`config.mk`:
```
export PLATFORM = sky130hd
export DESIGN_NAME = ddram_pcm_loader
export DESIGN_NICKNAME = d
export VERILOG_FILES = /design/src/rtl/ddram_pcm_loader.sv
export SDC_FILE = /design/constraint.sdc
export NUM_CORES = 1
export LEC_CHECK = 0
export ABC_AREA = 1
export CORE_MARGIN = 1
export CORE_UTILIZATION = 45
export DETAILED_ROUTE_END_ITERATION = 8
export PLACE_DENSITY_LB_ADDON = 0.12
export RECOVER_POWER = 25
export REMOVE_ABC_BUFFERS = 1
export SYNTH_ARGS = -nofsm -noshare
export SYNTH_HDL_FRONTEND = slang
export SYNTH_SLANG_ARGS = --single-unit
```
`constraint.sdc`:
```
create_clock -name clk_sys -period 14.96 [get_ports clk_sys]
set_input_delay 2.992 -clock clk_sys [delete_from_list [all_inputs] [get_ports clk_sys]]
set_output_delay 2.992 -clock clk_sys [all_outputs]
set_load 0.03 [all_outputs]
```
`src/rtl/ddram_pcm_loader.sv`:
```
// ddram_pcm_loader: captures the PCM slice of the ROM download and writes it to DDRAM as 64-bit words.
module ddram_pcm_loader #(
  parameter logic [24:0] PCM_START  = 25'h40000,
  parameter logic [24:0] PCM_SIZE   = 25'h40000,
  parameter logic [28:0] DDR_BASE   = 29'h0300_0000,
  parameter logic [7:0]  LOAD_INDEX = 8'd0
) (
  input  logic        clk_sys,
  input  logic        reset,
  input  logic        ioctl_download,
  input  logic        ioctl_wr,
  input  logic [24:0] ioctl_addr,
  input  logic [7:0]  ioctl_dout,
  input  logic [7:0]  ioctl_index,
  output logic        ioctl_wait,
  input  logic        DDRAM_BUSY,
  output logic [28:0] DDRAM_ADDR,
  output logic [63:0] DDRAM_DIN,
  output logic [7:0]  DDRAM_BE,
  output logic        DDRAM_WE,
  output logic [7:0]  DDRAM_BURSTCNT,
  output logic        done
);
  localparam logic [25:0] PCM_END = {1'b0, PCM_START} + {1'b0, PCM_SIZE};
  logic [63:0] acc_word, m_word, f_word, n_word;
  logic [7:0]  acc_be, m_be, f_be, n_be;
  logic [28:0] acc_addr, f_addr, n_addr, b_addr;
  logic        skid_v, dl_q, loading;
  logic [17:0] skid_off, cap_off, b_off;
  logic [7:0]  skid_dat, b_dat;
  logic [2:0]  b_lane;
  logic        cap, bv, out_free, conflict, consumed, flush, clr;
  assign ioctl_wait     = DDRAM_WE;
  assign DDRAM_BURSTCNT = 8'd1;
  assign cap      = ioctl_wr && ioctl_download && ioctl_index == LOAD_INDEX &&
                    ioctl_addr >= PCM_START && {1'b0, ioctl_addr} < PCM_END;
  assign cap_off  = ioctl_addr[17:0] - PCM_START[17:0];
  // A held skid byte always goes ahead of a newly arriving one.
  assign bv       = skid_v || cap;
  assign b_off    = skid_v ? skid_off : cap_off;
  assign b_dat    = skid_v ? skid_dat : ioctl_dout;
  assign b_lane   = b_off[2:0];
  assign b_addr   = DDR_BASE + 29'(b_off[17:3]);
  assign out_free = !DDRAM_WE;
  always_comb begin
    conflict = bv && acc_be != 8'd0 && b_addr != acc_addr;
    m_word = conflict ? 64'd0 : acc_word;
    m_word[{b_lane, 3'b000} +: 8] = b_dat;
    m_be = (conflict ? 8'd0 : acc_be) | (8'd1 << b_lane);
    consumed = bv && (out_free || (!conflict && !m_be[7]));
    flush = out_free && (bv ? (conflict || m_be[7])
                            : (acc_be != 8'd0 && (acc_be[7] || !ioctl_download)));
    f_word = (bv && !conflict) ? m_word : acc_word;
    f_be   = (bv && !conflict) ? m_be : acc_be;
    f_addr = (bv && !conflict) ? b_addr : acc_addr;
    clr    = flush && !(consumed && conflict);
    n_word = clr ? 64'd0 : consumed ? m_word : acc_word;
    n_be   = clr ? 8'd0 : consumed ? m_be : acc_be;
    n_addr = clr ? 29'd0 : consumed ? b_addr : acc_addr;
  end
  always_ff @(posedge clk_sys or posedge reset) begin
    if (reset) begin
      acc_word   <= '0;
      acc_be     <= '0;
      acc_addr   <= '0;
      skid_v     <= 1'b0;
      skid_off   <= '0;
      skid_dat   <= '0;
      DDRAM_WE   <= 1'b0;
      DDRAM_ADDR <= '0;
      DDRAM_DIN  <= '0;
      DDRAM_BE   <= '0;
      dl_q       <= 1'b0;
      loading    <= 1'b0;
      done       <= 1'b0;
    end else begin
      acc_word <= n_word;
      acc_be   <= n_be;
      acc_addr <= n_addr;
      skid_v   <= skid_v ? (consumed ? cap : 1'b1) : (cap && !consumed);
      if (cap && skid_v == consumed) begin
        skid_off <= cap_off;
        skid_dat <= ioctl_dout;
      end
      if (flush) begin
        DDRAM_WE   <= 1'b1;
        DDRAM_ADDR <= f_addr;
        DDRAM_DIN  <= f_word;
        DDRAM_BE   <= f_be;
      end else if (DDRAM_WE && !DDRAM_BUSY) DDRAM_WE <= 1'b0;
      dl_q <= ioctl_download;
      // done is only armed by a matching download so other indices leave it alone.
      if (ioctl_download && !dl_q && ioctl_index == LOAD_INDEX) begin
        loading <= 1'b1;
        done    <= 1'b0;
      end else if (loading && !ioctl_download && acc_be == 8'd0 && !skid_v && !DDRAM_WE) begin
        loading <= 1'b0;
        done    <= 1'b1;
      end
    end
  end
endmodule

```
==> results of run 1 <==
[critical path, cell delays in order]
cell and delay, ps:
sky130_fd_sc_hd__dlygate4sd3_1 550, sky130_fd_sc_hd__clkinvlp_2 2180, sky130_fd_sc_hd__clkbuf_1 2320, sky130_fd_sc_hd__buf_4 960
[placed cells by master, fill, tap and decap left out, types with 7 or more instances in the layout]
cell type	n
sky130_fd_sc_hd__a21oi_1	19
sky130_fd_sc_hd__a31oi_1	36
sky130_fd_sc_hd__buf_4	8
sky130_fd_sc_hd__clkbuf_16	25
sky130_fd_sc_hd__clkdlybuf4s50_1	135
sky130_fd_sc_hd__clkinv_2	7
sky130_fd_sc_hd__conb_1	20
sky130_fd_sc_hd__dfrtp_1	207
sky130_fd_sc_hd__ha_1	7
sky130_fd_sc_hd__inv_1	90
sky130_fd_sc_hd__mux2i_1	8
sky130_fd_sc_hd__nand2_1	599
sky130_fd_sc_hd__nand3_1	62
sky130_fd_sc_hd__nand3b_1	9
sky130_fd_sc_hd__nor2_1	97
sky130_fd_sc_hd__o211ai_1	28
sky130_fd_sc_hd__o21ai_0	135
sky130_fd_sc_hd__o21ai_1	38
[metal layers]
layer  vias to the layer above  global-route usage (%)  part of all wire (%)
met3                        46                   2.863                   4.8
met1                      4556                   34.68                    47
met4                         0                   6.195                   2.2
met2                       269                   39.00                    46
li1                       4859                       -                     -
met5                         -                       0                     0
[per-stage QoR]
step | hold WS [ps] | util, % | instances
after global placement | 447.2 | 51.85 | 1853
after detailed placement | 453.3 | 51.85 | 1853
after CTS | 467.4 | 55.18 | 1897
after global routing | 487.3 | 55.14 | 1897
final | 465.2 | 55.14 | 1897
after floorplan | 434.9 | - | 1388
[cells by family (layout without fill, tap and decap cells)]
group	Yosys count	in the layout	share of synthesized area, %
AND/OR/NAND/NOR	783	783	28.68
AO/OA/AOI/OAI	265	265	13.52
flip-flops	207	207	47.63
buffers and inverters	207	288	8.560
multiplexers	8	8	0.7363
adder cells (fa/ha/maj)	7	7	0.8053
other	2	20	0.06905
[where the power goes]
group / total, uW / leakage (uW) / internal [uW] / switching, uW
registers: 601 / 0.00274 / 588 / 12.7
logic: 186 / 0.00319 / 65.9 / 120
clock network: 583 / 0.000392 / 347 / 235
[registers in the layout, summed over array words and instances (netlist names), 8 cells and up]
| name | flops |
|---|---|
| acc_be | 8 |
| DDRAM_DIN | 64 |
| DDRAM_BE | 8 |
| skid_dat | 8 |
| DDRAM_ADDR | 16 |
| acc_word | 64 |
| skid_off | 18 |
| acc_addr | 16 |
[how the worst max path moves through the flow]
stage / from / endpoint / slack, ps
2_1_floorplan: reset / DDRAM_ADDR[0] / 6320
5_1_grt: reset / skid_off[4] / 5100
3_5_place_dp: ioctl_addr[5] / acc_word[28] / 7530
3_3_place_gp: ioctl_addr[5] / acc_word[20] / 7620
4_1_cts: ioctl_addr[5] / acc_word[28] / 8070
6_report: reset / DDRAM_ADDR[6] / 6420
[cell type report]
cell class	count	area (um^2)	area share, %
timing repair buffer	146	1435	11.02
clock inverter	9	72.57	0.5574
multi-input combinational	1083	4851	37.26
clock buffer	35	713.2	5.478
tap	319	399.1	3.066
inverter	98	369.1	2.835
sequential	207	5180	39.78
==> results.md, run 1 <==
* # fillers at 2285
* Standard-cell row count at 56
* Power per cell area at between 100 and 150 nW/um^2
* Worst slew margin relative to its limit at -164.0%
* Post-Synthesis Mean Instance Area at 7.353 um^2
* Register-to-register setup slack at 9790 ps
* Kind of critical path: in2async
* Net count of the finished layout at 1613
* Placed standard-cell area at 12240 um^2
* Max Fclk at 117.1 MHz
* Pins over their slew limit at about 150
* Final period utilization at 57.10%
* Worst-case hold path end point: skid_off[1]
* Die Width at around 160 um
* Total of max-cap violations at 2
* Final estimated routing congestion in global placement at 0.7967
* Ranking of synthesized cells by instance count: sky130_fd_sc_hd__nand2_1 (599), sky130_fd_sc_hd__dfrtp_1 (207), sky130_fd_sc_hd__o21ai_0 (135), sky130_fd_sc_hd__nor2_1 (97), sky130_fd_sc_hd__inv_1 (91)
* Hold Path Depth at 2
* Leak Pwr at roughly 0.0063 uW
* Worst Setup Start Kind: primary input
* Via count of the first global-routing pass at slightly above 9k
* Number of library cell types mapped by synthesis at 34
* Maximum number of buffers from clock root to sink at 3
* Post-route DRC at 0
* Post-DP HPWL at 17.69 mm
* TritonCTS clock tree: yes
* Initial antenna violation count at 0
* Worst r2r path cells at 17
* Top flip-flop cell by instance count after synthesis: sky130_fd_sc_hd__dfrtp_1
* Cell accounting for the most synthesized area: sky130_fd_sc_hd__dfrtp_1
* Least-Margin Pin Slew at 3939 ps
* Synthesis-to-layout area growth at 19.72%
* DRT Wirelength at 28.90 mm
* # hold bufs at CTS at 0
* Data required, critical path at 15500 ps
* Final worst setup slack at 6417 ps
* Power after layout at 1369 uW
* Part of the Yosys area used for sequential elements at 47.63%
* Clock transition at path regs at ~60 ps
* Sink Count at about 210
* Cell with the most instances after synthesis: sky130_fd_sc_hd__nand2_1
* Async set-reset flop share out of synthesis at 100.0%
* Final global-route overflow total at 0
* Core area at approximately 24000 um^2
* Worst hold path startpoint: skid_off[1]
* Synth top area cells: sky130_fd_sc_hd__dfrtp_1 (48%), sky130_fd_sc_hd__nand2_1 (21%), sky130_fd_sc_hd__o21ai_0 (6.2%)
* Number of iterations in the first detailed-routing pass at 5
* Capture instance of the worst register-to-register path: acc_word[28]
* Number of warnings reported in the yosys synthesis log at 0
* Final hold violations at 0
* Synth top area share at 47.63%
* Failing checks: max-capacitance violations, max-slew violations
* Routed vias at just under 10k
* Number of enable flip-flop cells after synthesis at 0
* Post-CTS setup repair buffer count at 0
* Post-route cell area at 13020 um^2
* Post-CTS Resized at 0
* Antenna cell count at 0
* CP Capture Type: asynchronous set/reset pin
* Starting DRC count in detailed routing at between 600 and 700
* Maximum number of pins on one net before global-route repair at 110
* Number of top-level design ports at 158
* Routed wire length per instance at ~15 um
* Global-route wire length before repair at 47.76 mm
* Height of the die at 157.5 um
* Number of nets with antenna violations after detailed routing at 0
* Maximum fanout encountered on the critical timing path at 86
* Root Buffer Master: sky130_fd_sc_hd__clkbuf_16
* Gate Count Post-Synth at 1479
* Final TNS setup at 0 ps
* Worst min-delay path class: reg2reg
* Setup repair after global routing missed its margin: false
* Post-layout minimum cycle time at 8543 ps
* Latest clock arrival within the worst-skew pair at 520 ps
* Data arrival time of the critical path at 9080 ps
* Port-buffer cells at 137
* Die area at 24790 um^2
* Pre-CTS WS at 7527 ps
* Initial Util at 46.06%
* VDD IR max at 0.05835 mV
* All-layer global routing usage at 24.25%
* Register bit count reported by yosys at 207
* Ratio of cells with drive above 1 in the final layout at 4.119%
* Cts bufs inserted at 24
* Run status: complete, but fails checks
* Post-Syn Area at 10880 um^2
* Setup-violating endpoint count in the final report at 0
* R2r startpoint: skid_v
* Via density per instance at 5.129
* Setup clock skew after layout at 12.07 ps
* CTS HTree Levels at 1
Power figures use the tool's default switching activity.
==> inputs of run 2 (changes only) <==
==> constraint.sdc (replaced) <==
create_clock -name clk_sys -period 8 [get_ports clk_sys]
set_input_delay 1.6 -clock clk_sys [delete_from_list [all_inputs] [get_ports clk_sys]]
set_output_delay 1.6 -clock clk_sys [all_outputs]
set_load 0.03 [all_outputs]
==> run 2 against run 1 <==
Effect of this change:
- the run still ends with max-capacitance violations, max-slew violations left
- clock power rose by 94%
- critical path depth rose by 7
- clock skew rose by 2.5 ps
- final area rose by 0.32%
- hold slack improved by 3.8 ps
- via count rose by 0.70%
- flip-flop and latch count did not move
- critical path type is now in2reg
- largest cell class unchanged
==> results.md, run 2 (synthesis gave the netlist of run 1 again) <==
* Run status: complete, but fails checks
* Failing checks: max-capacitance violations, max-slew violations
* Worst-case hold path end point: skid_off[1]
* Number of iterations in the first detailed-routing pass at 5
* CTS HTree Levels at 1
* Commonest non-fill, non-tap cells in the layout: sky130_fd_sc_hd__nand2_1 (599), sky130_fd_sc_hd__dfrtp_1 (207), sky130_fd_sc_hd__o21ai_0 (135), sky130_fd_sc_hd__clkdlybuf4s50_1 (135), sky130_fd_sc_hd__nor2_1 (97)
* Antenna cell count at 0
* Cts bufs inserted at 24
* Maximum fanout encountered on the critical timing path at 23
* Root Buffer Master: sky130_fd_sc_hd__clkbuf_16
* Register-to-register setup slack at between 3000 and 4000 ps
* Synthesis-to-layout area growth at 20.10%
* Power per cell area at 199.4 nW/um^2
* Worst hold path startpoint: skid_off[1]
* CP Capture Type: flop
* Critical path's slowest cell: sky130_fd_sc_hd__nor4b_2
* Final TNS setup at 0 ps
* Via density per instance at 5.173
* Final core utilization at 55.31%
* Final hold violations at 0
* Maximum number of pins on one net before global-route repair at 144
* Standard-cell row count at 56
* Total of max-cap violations at 1
* Worst slew margin relative to its limit at -106.7%
* R2r startpoint: skid_v
* Min Hold Slack at 469.0 ps
* Pins over their slew limit at 144
* Via count of the first global-routing pass at 9171
* All-layer global routing usage at between 20 and 25%
* Routed wire length per instance at 15.29 um
* Sink Count at 207
* Top flop regs: DDRAM_DIN (64), acc_word (64), skid_off (18)
* Max Fclk at 209.2 MHz
* # hold bufs at CTS at 0
* VDD IR max at 0.1500 mV
* Global-route wire length before repair at between 40 and 50 mm
* Ratio of cells with drive above 1 in the final layout at between 3 and 4%
* Die Width at 157.5 um
* Net count of the finished layout at 1613
* Largest incremental delay on the critical path at ~760 ps
* Initial antenna violation count at 0
* Post-layout minimum cycle time at 4779 ps
* Maximum number of buffers from clock root to sink at 3
* Setup clock skew after layout at 14.54 ps
* Initial Util at around 46%
* Leak Pwr at 0.006339 uW
* Latest clock arrival within the worst-skew pair at 520 ps
* Beginning of the critical path: ioctl_addr[0]
* Worst Setup Start Kind: primary input
* Final estimated routing congestion in global placement at approximately 0.83
* Port-buffer cells at 137
* Capture instance of the worst register-to-register path: DDRAM_DIN[39]
* Critical path cell sequence: clkdlybuf4s50_1 -> nand2_1 -> nand2_1 -> inv_1 -> ha_1 -> ha_1 -> nor4b_2 -> nand2_1 -> o21ai_0 -> o211ai_1 -> nand2_1
* Starting DRC count in detailed routing at 712
* TritonCTS clock tree: yes
* Worst r2r path cells at 11
* Routed vias at 9798
* Core area at 23610 um^2
* Data required, critical path at 8450 ps
* Number of nets with antenna violations after detailed routing at 0
* Number of top-level design ports at between 150 and 200
* Final period utilization at 59.74%
* Setup repair after global routing missed its margin: false
* Height of the die at 157.5 um
* Post-CTS setup repair buffer count at 0
* Post-DP HPWL at 17.44 mm
* Most common cell after layout, fill and taps aside: sky130_fd_sc_hd__nand2_1
* Clock transition at path regs at about 60 ps
* CP most frequent cell: sky130_fd_sc_hd__nand2_1
* Worst min-delay path class: reg2reg
* Post-CTS Resized at 0
* Least-Margin Pin Slew at 3101 ps
* Post-route DRC at 0
* Hold Path Depth at 2
* Kind of critical path: in2reg
* Data arrival time of the critical path at 5230 ps
* DRT Wirelength at 28.96 mm
* Final global-route overflow total at 0
* Die area at about 25000 um^2
* Setup-violating endpoint count in the final report at 0
* Power after layout at 2604 uW
run 2: metrics by stage:
| stage | worst slack (ps) | cell area (um^2) | std cells |
|---|---|---|---|
| 2_1_floorplan | 747.5 | 10380 | 1388 |
| 3_3_place_gp | 2917 | 12260 | 1853 |
| 3_5_place_dp | 2749 | 12260 | 1853 |
| 4_1_cts | 3287 | 13070 | 1894 |
| 5_1_grt | 2721 | 13060 | 1894 |
| 6_report | 3221 | 13060 | 1894 |
run 2: layout make-up:
type,instances,area (um^2)
sequential,207,5180
tap,319,399.1
fill,2303,10550
inverter,98,371.6
multi-input combinational,1083,4851
clock inverter,6,105.1
timing repair buffer,146,1451
clock buffer,35,703.2
run 2: critical path: cells and delay by family:
kind	cells	cell delay [ps]
buffers and inverters	2	610
and+or+nand+nor	5	1870
AOI/OAI and AO/OA	2	470
adders and majority gates	2	660
run 2: layer usage:
layer | share of wire [%] | vias up | track usage [%]
met3 | 5.7 | 37 | 3.387
met2 | 46 | 276 | 39.15
met1 | 46 | 4617 | 34.14
met5 | 0 | - | 0
met4 | 1.9 | 0 | 6.103
li1 | - | 4868 | -
run 2: power by group:
group          switching (uW)  internal, uW  leakage (uW)  total, uW
registers                24.9          1100       0.00274       1120
clock network             432           701      0.000398       1130
logic                     224           123       0.00321        347
run 2: worst max-delay path by stage:
stage                                to  slack, ps  depth (start not counted)
after detailed placement  DDRAM_DIN[39]       2750                         11
after floorplan           DDRAM_ADDR[0]        750                          1
after CTS                 DDRAM_DIN[39]       3290                         11
after global routing          acc_be[0]       2720                          3
final                     DDRAM_DIN[39]       3220                         11
after global placement    DDRAM_DIN[38]       2920                         11
